<file path="src/rtl/accel_sample_sequencer_if.sv">
// Sample/result bundle between the SPI controller, the sequencer and the display path.
//
// Handshake: data_update is a level strobe and a sample transfers on the clock where its
// rising edge is seen while the sequencer is idle and freeze is low. There is no back-pressure:
// edges arriving while busy are dropped and flagged on overrun. frame_valid is a one-cycle
// pulse; bcd/sign/sat stay stable until the next frame.
interface accel_sample_sequencer_if #(
  parameter int DATA_W = 16
);
  logic                     data_update;
  logic signed [DATA_W-1:0] data_x;
  logic signed [DATA_W-1:0] data_y;
  logic                     freeze;
  logic [11:0]              bcd_x;
  logic [11:0]              bcd_y;
  logic                     sign_x;
  logic                     sign_y;
  logic                     sat_x;
  logic                     sat_y;
  logic                     frame_valid;
  logic                     busy;
  logic                     overrun;

  modport master (
    output data_update, data_x, data_y, freeze,
    input  bcd_x, bcd_y, sign_x, sign_y, sat_x, sat_y, frame_valid, busy, overrun
  );

  modport slave (
    input  data_update, data_x, data_y, freeze,
    output bcd_x, bcd_y, sign_x, sign_y, sat_x, sat_y, frame_valid, busy, overrun
  );
endinterface

</file>
<file path="src/rtl/accel_sample_sequencer.sv">
// Block-averages X/Y accelerometer samples, converts each average to sign + saturated 3-digit
// BCD with a 10-cycle double-dabble, and publishes both axes together.
module accel_sample_sequencer #(
  parameter int DATA_W   = 16,
  parameter int AVG_LOG2 = 3
) (
  input  logic                    clk,
  input  logic                    rst,
  accel_sample_sequencer_if.slave bus,
  output logic [1:0]              state_o
);

  localparam int AW = DATA_W + AVG_LOG2;
  localparam int CW = AVG_LOG2 + 1;
  localparam logic [CW-1:0] BLOCK_N = CW'(1) << AVG_LOG2;

  typedef enum logic [1:0] {
    S_IDLE    = 2'd0,
    S_DIVIDE  = 2'd1,
    S_CONV    = 2'd2,
    S_PUBLISH = 2'd3
  } state_t;

  state_t               state_q, state_d;
  logic                 upd_q;
  logic signed [AW-1:0] acc_x_q, acc_x_d, acc_y_q, acc_y_d;
  logic [CW-1:0]        cnt_q, cnt_d;
  logic [3:0]           iter_q, iter_d;
  logic [9:0]           bin_x_q, bin_x_d, bin_y_q, bin_y_d;
  logic [11:0]          dd_x_q, dd_x_d, dd_y_q, dd_y_d;
  logic                 neg_x_q, neg_x_d, neg_y_q, neg_y_d;
  logic                 satf_x_q, satf_x_d, satf_y_q, satf_y_d;
  logic                 pub_q, pub_d;
  logic [11:0]          bcd_x_q, bcd_x_d, bcd_y_q, bcd_y_d;
  logic                 sign_x_q, sign_x_d, sign_y_q, sign_y_d;
  logic                 sat_x_q, sat_x_d, sat_y_q, sat_y_d;
  logic                 frame_valid_q, frame_valid_d;
  logic                 overrun_q, overrun_d;
  logic                 upd_edge;
  logic [DATA_W:0]      mag_x, mag_y;

  // Floored average, then magnitude at DATA_W+1 bits so the most negative sample is exact.
  function automatic logic [DATA_W:0] abs_avg(input logic signed [AW-1:0] acc);
    logic signed [AW-1:0]   sh;
    logic signed [DATA_W:0] avg;
    sh  = acc >>> AVG_LOG2;
    avg = (DATA_W+1)'(sh);
    return avg[DATA_W] ? -avg : avg;
  endfunction

  // One double-dabble iteration: add 3 to digits >= 5, then shift {bcd, bin} left.
  function automatic logic [21:0] dd_step(input logic [11:0] bcd, input logic [9:0] bin);
    logic [11:0] adj;
    logic [21:0] cat;
    for (int k = 0; k < 3; k++) begin
      adj[4*k +: 4] = (bcd[4*k +: 4] >= 4'd5) ? bcd[4*k +: 4] + 4'd3 : bcd[4*k +: 4];
    end
    cat = {adj, bin};
    return cat << 1;
  endfunction

  assign upd_edge = bus.data_update & ~upd_q;
  assign mag_x    = abs_avg(acc_x_q);
  assign mag_y    = abs_avg(acc_y_q);

  always_comb begin
    state_d       = state_q;
    acc_x_d       = acc_x_q;
    acc_y_d       = acc_y_q;
    cnt_d         = cnt_q;
    iter_d        = iter_q;
    bin_x_d       = bin_x_q;
    bin_y_d       = bin_y_q;
    dd_x_d        = dd_x_q;
    dd_y_d        = dd_y_q;
    neg_x_d       = neg_x_q;
    neg_y_d       = neg_y_q;
    satf_x_d      = satf_x_q;
    satf_y_d      = satf_y_q;
    pub_d         = 1'b0;
    bcd_x_d       = bcd_x_q;
    bcd_y_d       = bcd_y_q;
    sign_x_d      = sign_x_q;
    sign_y_d      = sign_y_q;
    sat_x_d       = sat_x_q;
    sat_y_d       = sat_y_q;
    frame_valid_d = 1'b0;
    overrun_d     = overrun_q | (upd_edge & (state_q != S_IDLE));

    // Results land on the output registers one cycle after PUBLISH.
    if (pub_q) begin
      bcd_x_d       = dd_x_q;
      bcd_y_d       = dd_y_q;
      sign_x_d      = neg_x_q;
      sign_y_d      = neg_y_q;
      sat_x_d       = satf_x_q;
      sat_y_d       = satf_y_q;
      frame_valid_d = 1'b1;
    end

    case (state_q)
      S_IDLE: begin
        if (upd_edge && !bus.freeze) begin
          acc_x_d = acc_x_q + AW'(bus.data_x);
          acc_y_d = acc_y_q + AW'(bus.data_y);
          cnt_d   = cnt_q + 1'b1;
          if (cnt_d == BLOCK_N) state_d = S_DIVIDE;
        end
      end
      S_DIVIDE: begin
        neg_x_d  = acc_x_q[AW-1];
        neg_y_d  = acc_y_q[AW-1];
        satf_x_d = (mag_x > (DATA_W+1)'(999));
        satf_y_d = (mag_y > (DATA_W+1)'(999));
        bin_x_d  = satf_x_d ? 10'd999 : mag_x[9:0];
        bin_y_d  = satf_y_d ? 10'd999 : mag_y[9:0];
        acc_x_d  = '0;
        acc_y_d  = '0;
        cnt_d    = '0;
        dd_x_d   = '0;
        dd_y_d   = '0;
        iter_d   = '0;
        state_d  = S_CONV;
      end
      S_CONV: begin
        {dd_x_d, bin_x_d} = dd_step(dd_x_q, bin_x_q);
        {dd_y_d, bin_y_d} = dd_step(dd_y_q, bin_y_q);
        iter_d = iter_q + 4'd1;
        if (iter_q == 4'd9) begin
          iter_d  = '0;
          state_d = S_PUBLISH;
        end
      end
      S_PUBLISH: begin
        pub_d   = 1'b1;
        state_d = S_IDLE;
      end
      default: state_d = S_IDLE;
    endcase
  end

  always_ff @(posedge clk) begin
    if (rst) begin
      state_q       <= S_IDLE;
      upd_q         <= 1'b1;
      acc_x_q       <= '0;
      acc_y_q       <= '0;
      cnt_q         <= '0;
      iter_q        <= '0;
      bin_x_q       <= '0;
      bin_y_q       <= '0;
      dd_x_q        <= '0;
      dd_y_q        <= '0;
      neg_x_q       <= 1'b0;
      neg_y_q       <= 1'b0;
      satf_x_q      <= 1'b0;
      satf_y_q      <= 1'b0;
      pub_q         <= 1'b0;
      bcd_x_q       <= '0;
      bcd_y_q       <= '0;
      sign_x_q      <= 1'b0;
      sign_y_q      <= 1'b0;
      sat_x_q       <= 1'b0;
      sat_y_q       <= 1'b0;
      frame_valid_q <= 1'b0;
      overrun_q     <= 1'b0;
    end else begin
      state_q       <= state_d;
      upd_q         <= bus.data_update;
      acc_x_q       <= acc_x_d;
      acc_y_q       <= acc_y_d;
      cnt_q         <= cnt_d;
      iter_q        <= iter_d;
      bin_x_q       <= bin_x_d;
      bin_y_q       <= bin_y_d;
      dd_x_q        <= dd_x_d;
      dd_y_q        <= dd_y_d;
      neg_x_q       <= neg_x_d;
      neg_y_q       <= neg_y_d;
      satf_x_q      <= satf_x_d;
      satf_y_q      <= satf_y_d;
      pub_q         <= pub_d;
      bcd_x_q       <= bcd_x_d;
      bcd_y_q       <= bcd_y_d;
      sign_x_q      <= sign_x_d;
      sign_y_q      <= sign_y_d;
      sat_x_q       <= sat_x_d;
      sat_y_q       <= sat_y_d;
      frame_valid_q <= frame_valid_d;
      overrun_q     <= overrun_d;
    end
  end

  assign bus.bcd_x       = bcd_x_q;
  assign bus.bcd_y       = bcd_y_q;
  assign bus.sign_x      = sign_x_q;
  assign bus.sign_y      = sign_y_q;
  assign bus.sat_x       = sat_x_q;
  assign bus.sat_y       = sat_y_q;
  assign bus.frame_valid = frame_valid_q;
  assign bus.busy        = (state_q != S_IDLE);
  assign bus.overrun     = overrun_q;
  assign state_o         = state_q;

endmodule

</file>
<file path="src/flat_wrapper.sv">
// flat-port wrapper written by rule: the top's interface ports become plain ports
module accel_sample_sequencer_flat 
#(
  parameter int DATA_W   = 16,
  parameter int AVG_LOG2 = 3
)
  (clk, rst, state_o, bus_data_update, bus_data_x, bus_data_y, bus_freeze, bus_bcd_x, bus_bcd_y, bus_sign_x, bus_sign_y, bus_sat_x, bus_sat_y, bus_frame_valid, bus_busy, bus_overrun);
  accel_sample_sequencer_if #(.DATA_W(DATA_W)) bus_i ();
  input  logic clk;
  input  logic rst;
  output logic [1:0] state_o;
  input wire logic [$bits(bus_i.data_update)-1:0] bus_data_update;
  input wire logic [$bits(bus_i.data_x)-1:0] bus_data_x;
  input wire logic [$bits(bus_i.data_y)-1:0] bus_data_y;
  input wire logic [$bits(bus_i.freeze)-1:0] bus_freeze;
  output wire logic [$bits(bus_i.bcd_x)-1:0] bus_bcd_x;
  output wire logic [$bits(bus_i.bcd_y)-1:0] bus_bcd_y;
  output wire logic [$bits(bus_i.sign_x)-1:0] bus_sign_x;
  output wire logic [$bits(bus_i.sign_y)-1:0] bus_sign_y;
  output wire logic [$bits(bus_i.sat_x)-1:0] bus_sat_x;
  output wire logic [$bits(bus_i.sat_y)-1:0] bus_sat_y;
  output wire logic [$bits(bus_i.frame_valid)-1:0] bus_frame_valid;
  output wire logic [$bits(bus_i.busy)-1:0] bus_busy;
  output wire logic [$bits(bus_i.overrun)-1:0] bus_overrun;
  assign bus_i.data_update = bus_data_update;
  assign bus_i.data_x = bus_data_x;
  assign bus_i.data_y = bus_data_y;
  assign bus_i.freeze = bus_freeze;
  assign bus_bcd_x = bus_i.bcd_x;
  assign bus_bcd_y = bus_i.bcd_y;
  assign bus_sign_x = bus_i.sign_x;
  assign bus_sign_y = bus_i.sign_y;
  assign bus_sat_x = bus_i.sat_x;
  assign bus_sat_y = bus_i.sat_y;
  assign bus_frame_valid = bus_i.frame_valid;
  assign bus_busy = bus_i.busy;
  assign bus_overrun = bus_i.overrun;
  accel_sample_sequencer #(.DATA_W(DATA_W), .AVG_LOG2(AVG_LOG2)) u_core (.clk(clk), .rst(rst), .bus(bus_i), .state_o(state_o));
endmodule
</file>
<file path="config.mk">
export PLATFORM = sky130hd
export DESIGN_NAME = accel_sample_sequencer_flat
export DESIGN_NICKNAME = d
export VERILOG_FILES = /design/src/rtl/accel_sample_sequencer_if.sv /design/src/rtl/accel_sample_sequencer.sv /design/src/flat_wrapper.sv
export SDC_FILE = /design/constraint.sdc
export NUM_CORES = 1
export LEC_CHECK = 0
export ABC_CLOCK_PERIOD_IN_PS = 3050
export BUFFER_PORTS_ARGS = -buffer_cell sky130_fd_sc_hd__buf_2
export CORE_MARGIN = 2
export CORE_UTILIZATION = 40
export CTS_CLUSTER_SIZE = 16
export DETAILED_ROUTE_END_ITERATION = 8
export PLACE_DENSITY_LB_ADDON = 0.15
export SLEW_MARGIN = 10
export SYNTH_ARGS = -nofsm -noshare
export SYNTH_HDL_FRONTEND = slang
export SYNTH_SLANG_ARGS = --single-unit
</file>
<file path="constraint.sdc">
create_clock -name clk -period 3.05 [get_ports clk]
set_input_delay 0.4575 -clock clk [delete_from_list [all_inputs] [get_ports clk]]
set_output_delay 0.4575 -clock clk [all_outputs]
set_load 0.02 [all_outputs]
</file>
==> impl_results.md <==
- Vias: 7077
- Met3 capacity usage during global routing: 3.20%
- Post-Syn Area per Cell: 8.29 sq um
- Library cells used by synthesis: slightly below 80
- Count of state elements after synthesis: ~130
- Max FO, Critical Path: 5
- Layer with the highest usage after global routing: met2
- Portion of the post-synthesis area used by sequential elements: between 30% and 40%
- Clock Path Buffers: 2
- Max-capacitance violation count: 0
- Final hold viol count: 0
- Final Slew Violations: 0
- Routed via count divided by cell count: roughly 5.4
- Count of synthesis-stage warnings from yosys: 0
- Pin slew with the least headroom to its limit: roughly 0.9 ns
- Post-detailed-route count of antenna-violating nets: 0
- Min Tclk post-route: 2.71 ns
- Area of all placed cells without fillers: 0.00938 sq mm
- Ordered cell list for the critical path: ha_1 -> fa_1 -> a211oi_1 -> o21ai_0 -> a311oi_1 -> o31a_1 -> nor3_1 -> nor4bb_1 -> o211ai_1
- # diodes: 0
- Data required time of the critical path: around 3.4 ns
- Post-Syn Nets: 1063
- Cell family contributing the most delay on the critical path: compound AO/OA/AOI/OAI gates
- Vias in the first global route: 6543
- Global routing usage summed across all routing layers: 18.5%
- Total wirelength of the detailed-routed design: 19.5 mm
- Routed length per placed instance: ~15 microns
- Achievable Freq: 369 MHz
- CTS Buf Count: 17
- Multi-input logic area: 0.00513 sq mm
- Fin cells: 1317
- Total iterations of the first detailed-routing run: 5
- Filler Cells Inserted: ~2000
- Total power of the final layout: ~5.3 mW
- Crit end category: flop
- Detailed placer's ending HPWL: 13.9 mm
- Share of final-layout standard cells stronger than drive strength 1: ~15%
- Most common cell after layout, fill and taps aside: sky130_fd_sc_hd__nor2_1
- Library cell contributing the largest single delay on the critical path: sky130_fd_sc_hd__fa_1
- First-pass GRT wire length: 32.5 mm
- Number of instances in the placed design: 1285
- Critical path launch point type: flop
- Number of I/O pins: 69
- Width of the die: ~150 microns
- Total die area: 0.0212 sq mm
- Commonest non-fill, non-tap cells in the layout: sky130_fd_sc_hd__nor2_1 (130), sky130_fd_sc_hd__dfxtp_1 (127), sky130_fd_sc_hd__buf_2 (67)
- Data arrival time of the critical path: 3.01 ns
- Most common flop cell mapped by yosys: sky130_fd_sc_hd__dfxtp_1
- Clock sinks: around 130
- Met1 Track Usage GR: between 20% and 30%
- Routability congestion estimate: around 0.8
- Final clock period utilization by the worst path: about nine tenths
- Height of the chip: 146 microns
- Remaining global-route overflow: 0
- Unrepaired setup endpoints after global routing: no
- Netlist area before placement: 0.00803 sq mm
- Syn Inst Count: about 970
- Maximum number of pins on one net before global-route repair: between 100 and 150
- Core footprint: 0.0196 sq mm
- Initial Util: 41.0%
- Maximum ir drop on the vdd rail: between 0.4 and 0.5 mV
- Clock Pin Slew Worst Setup and Hold Paths: 0.06 ns
- CTS Root Buffer Type: sky130_fd_sc_hd__clkbuf_16
- Setup tns final: 0 ns
- Static Leak: about 3.7 nW
- Initial antenna violation count: 0
- Area Overhead vs Synth: 16.9%
- Post CTS Setup Buffer Count: 0
- Number of enable flip-flop cells after synthesis: 0
- Max Clock Skew: 0.00835 ns
- Slowest stage delay, CP: around 0.46 ns
- Total area of sequential cells: 0.00256 sq mm
- Min-Delay Path Class: in2reg
- Remaining design rule violation count: 0
- Smallest hold slack: approximately 0.24 ns
- Worst slew margin: 39.7%
- Path type of the worst setup path: reg2reg
- Number of cell rows: 51
- Count of hold-fix buffers inserted at cts: 0
- Source-to-sink clock delay at the later pin of the worst-skew pair: approximately 0.43 ns
- Number of H-tree levels: 4
- NumNets Final: 1134
- Count of buffers from port buffering: 68
- Final setup violation count: 0
- Met2 routing resource usage after global routing: 30.0%
- Run status: complete, no violations
- Instance area at placement: 0.00876 sq mm
- Buf/Inv on CP: 0
- CTS tree: built
- Share of flip-flops with an asynchronous set or reset after synthesis: 0%
- Total power per unit cell area: about 570 mW/mm^2
- Count of routing violations after the opening detailed-route iteration: roughly 340
-- area by class of cell --
cell class	count	share of cell area, %
well taps	265	3.54
repair buffers	100	6.35
clock inverters	14	1.92
inverters	40	1.60
flip-flops and latches	128	27.3
clock buffers	18	4.58
multi-input cells	752	54.7
-- logic make-up after synthesis --
kind of cell / count (synthesis) / synth area share [%]
XOR/XNOR: 50 / 5.46
adder cells (fa/ha/maj): 59 / 9.39
multiplexers: 39 / 4.88
AND/OR/NAND/NOR: 324 / 20.3
flip-flops: 128 / 31.9
buffers and inverters: 88 / 4.32
AO/OA/AOI/OAI: 280 / 23.7
-- where the power goes --
part	leakage [nW]	total [mW]	internal, mW	switching [mW]
registers	1.03	1.89	1.78	0.107
clock network	0.292	2.12	1.30	0.820
logic	2.34	1.30	0.533	0.766
total	3.67	5.31	3.62	1.69
-- cells in the mapped netlist (4+ instances only) --
cell / n / area share, %
sky130_fd_sc_hd__ha_1: 57 / 8.9
sky130_fd_sc_hd__nand2_1: 61 / 2.9
sky130_fd_sc_hd__xor2_1: 26 / 2.8
sky130_fd_sc_hd__nor3b_1: 5 / 0.47
sky130_fd_sc_hd__nand3_1: 23 / 1.4
sky130_fd_sc_hd__a32o_1: 4 / 0.50
sky130_fd_sc_hd__xnor2_1: 24 / 2.6
sky130_fd_sc_hd__nor3_1: 23 / 1.4
sky130_fd_sc_hd__a22oi_1: 24 / 2.2
sky130_fd_sc_hd__or3_1: 7 / 0.55
sky130_fd_sc_hd__mux2i_1: 38 / 4.7
sky130_fd_sc_hd__a21o_1: 6 / 0.56
sky130_fd_sc_hd__nand2b_1: 17 / 1.3
sky130_fd_sc_hd__a32oi_1: 7 / 0.76
sky130_fd_sc_hd__o21bai_1: 15 / 1.4
sky130_fd_sc_hd__clkbuf_1: 36 / 1.7
sky130_fd_sc_hd__inv_1: 40 / 1.9
sky130_fd_sc_hd__nor4_1: 6 / 0.47
sky130_fd_sc_hd__a22o_1: 4 / 0.44
sky130_fd_sc_hd__a211oi_1: 23 / 2.2
sky130_fd_sc_hd__a31oi_1: 11 / 0.86
sky130_fd_sc_hd__nand4_1: 5 / 0.39
sky130_fd_sc_hd__nor2b_1: 9 / 0.70
sky130_fd_sc_hd__dfxtp_1: 128 / 32
sky130_fd_sc_hd__o211ai_1: 5 / 0.47
sky130_fd_sc_hd__a21boi_0: 5 / 0.47
sky130_fd_sc_hd__a21oi_1: 66 / 4.1
sky130_fd_sc_hd__nor2_1: 131 / 6.1
sky130_fd_sc_hd__o21ai_0: 56 / 3.5
sky130_fd_sc_hd__buf_1: 4 / 0.19
sky130_fd_sc_hd__and3_1: 9 / 0.70
sky130_fd_sc_hd__o31ai_1: 12 / 1.1
sky130_fd_sc_hd__buf_2: 7 / 0.44
sky130_fd_sc_hd__o21a_1: 6 / 0.56
sky130_fd_sc_hd__a311oi_1: 4 / 0.44
-- registers in the layout, indices dropped and copies added, names as in the netlist, 10 cells and up --
signal	count
u_core.acc_x_q	19
u_core.acc_y_q	19
u_core.bin_x_q	10
u_core.bin_y_q	10
u_core.bus.bcd_x	12
u_core.bus.bcd_y	12
u_core.dd_x_q	12
u_core.dd_y_q	12
-- repair_timing --
item,4_1_cts,5_1_grt
endpoints found under the setup margin,0,1
hold endpoints to repair,0,0
gates resized for setup,0,1
-- per-stage QoR --
step                      util (%)  worst slack [ns]
after floorplan                  -             0.236
after global placement        44.7            0.0603
after detailed placement      44.7            0.0265
after CTS                     47.8             0.264
after global routing          47.9            0.0658
final                         47.9             0.341
-- worst reg2reg max path: stages, from the launching register on --
cell	delay (ns)
sky130_fd_sc_hd__dfxtp_1	0.31
sky130_fd_sc_hd__ha_1	0.22
sky130_fd_sc_hd__fa_1	0.46
sky130_fd_sc_hd__a211oi_1	0.29
sky130_fd_sc_hd__o21ai_0	0.15
sky130_fd_sc_hd__a311oi_1	0.41
sky130_fd_sc_hd__o31a_1	0.28
sky130_fd_sc_hd__nor3_1	0.08
sky130_fd_sc_hd__nor4bb_1	0.26
sky130_fd_sc_hd__o211ai_1	0.12
-- path summary, 6_finish.rpt --
path | to | slack, ns | depth (start not counted) | from
min reg2reg | u_core.bin_x_q[2]$_SDFFE_PP0P_ | 0.45 | 2 | u_core.bin_x_q[2]$_SDFFE_PP0P_
min | u_core.upd_q$_SDFF_PP1_ | 0.24 | 2 | bus_data_update
max | u_core.acc_x_q[18]$_SDFFE_PP0P_ | 0.34 | 9 | u_core.acc_x_q[0]$_SDFFE_PP0P_
max reg2reg | u_core.acc_x_q[18]$_SDFFE_PP0P_ | 0.34 | 9 | u_core.acc_x_q[0]$_SDFFE_PP0P_
-- layer usage --
layer | vias to the layer above | share of wire, %
met5 | - | 0
li1 | 3666 | -
met1 | 3280 | 51
met4 | 0 | 1.2
met3 | 23 | 2.7
met2 | 108 | 46
Note: power is estimated with default switching activity, not from simulation.
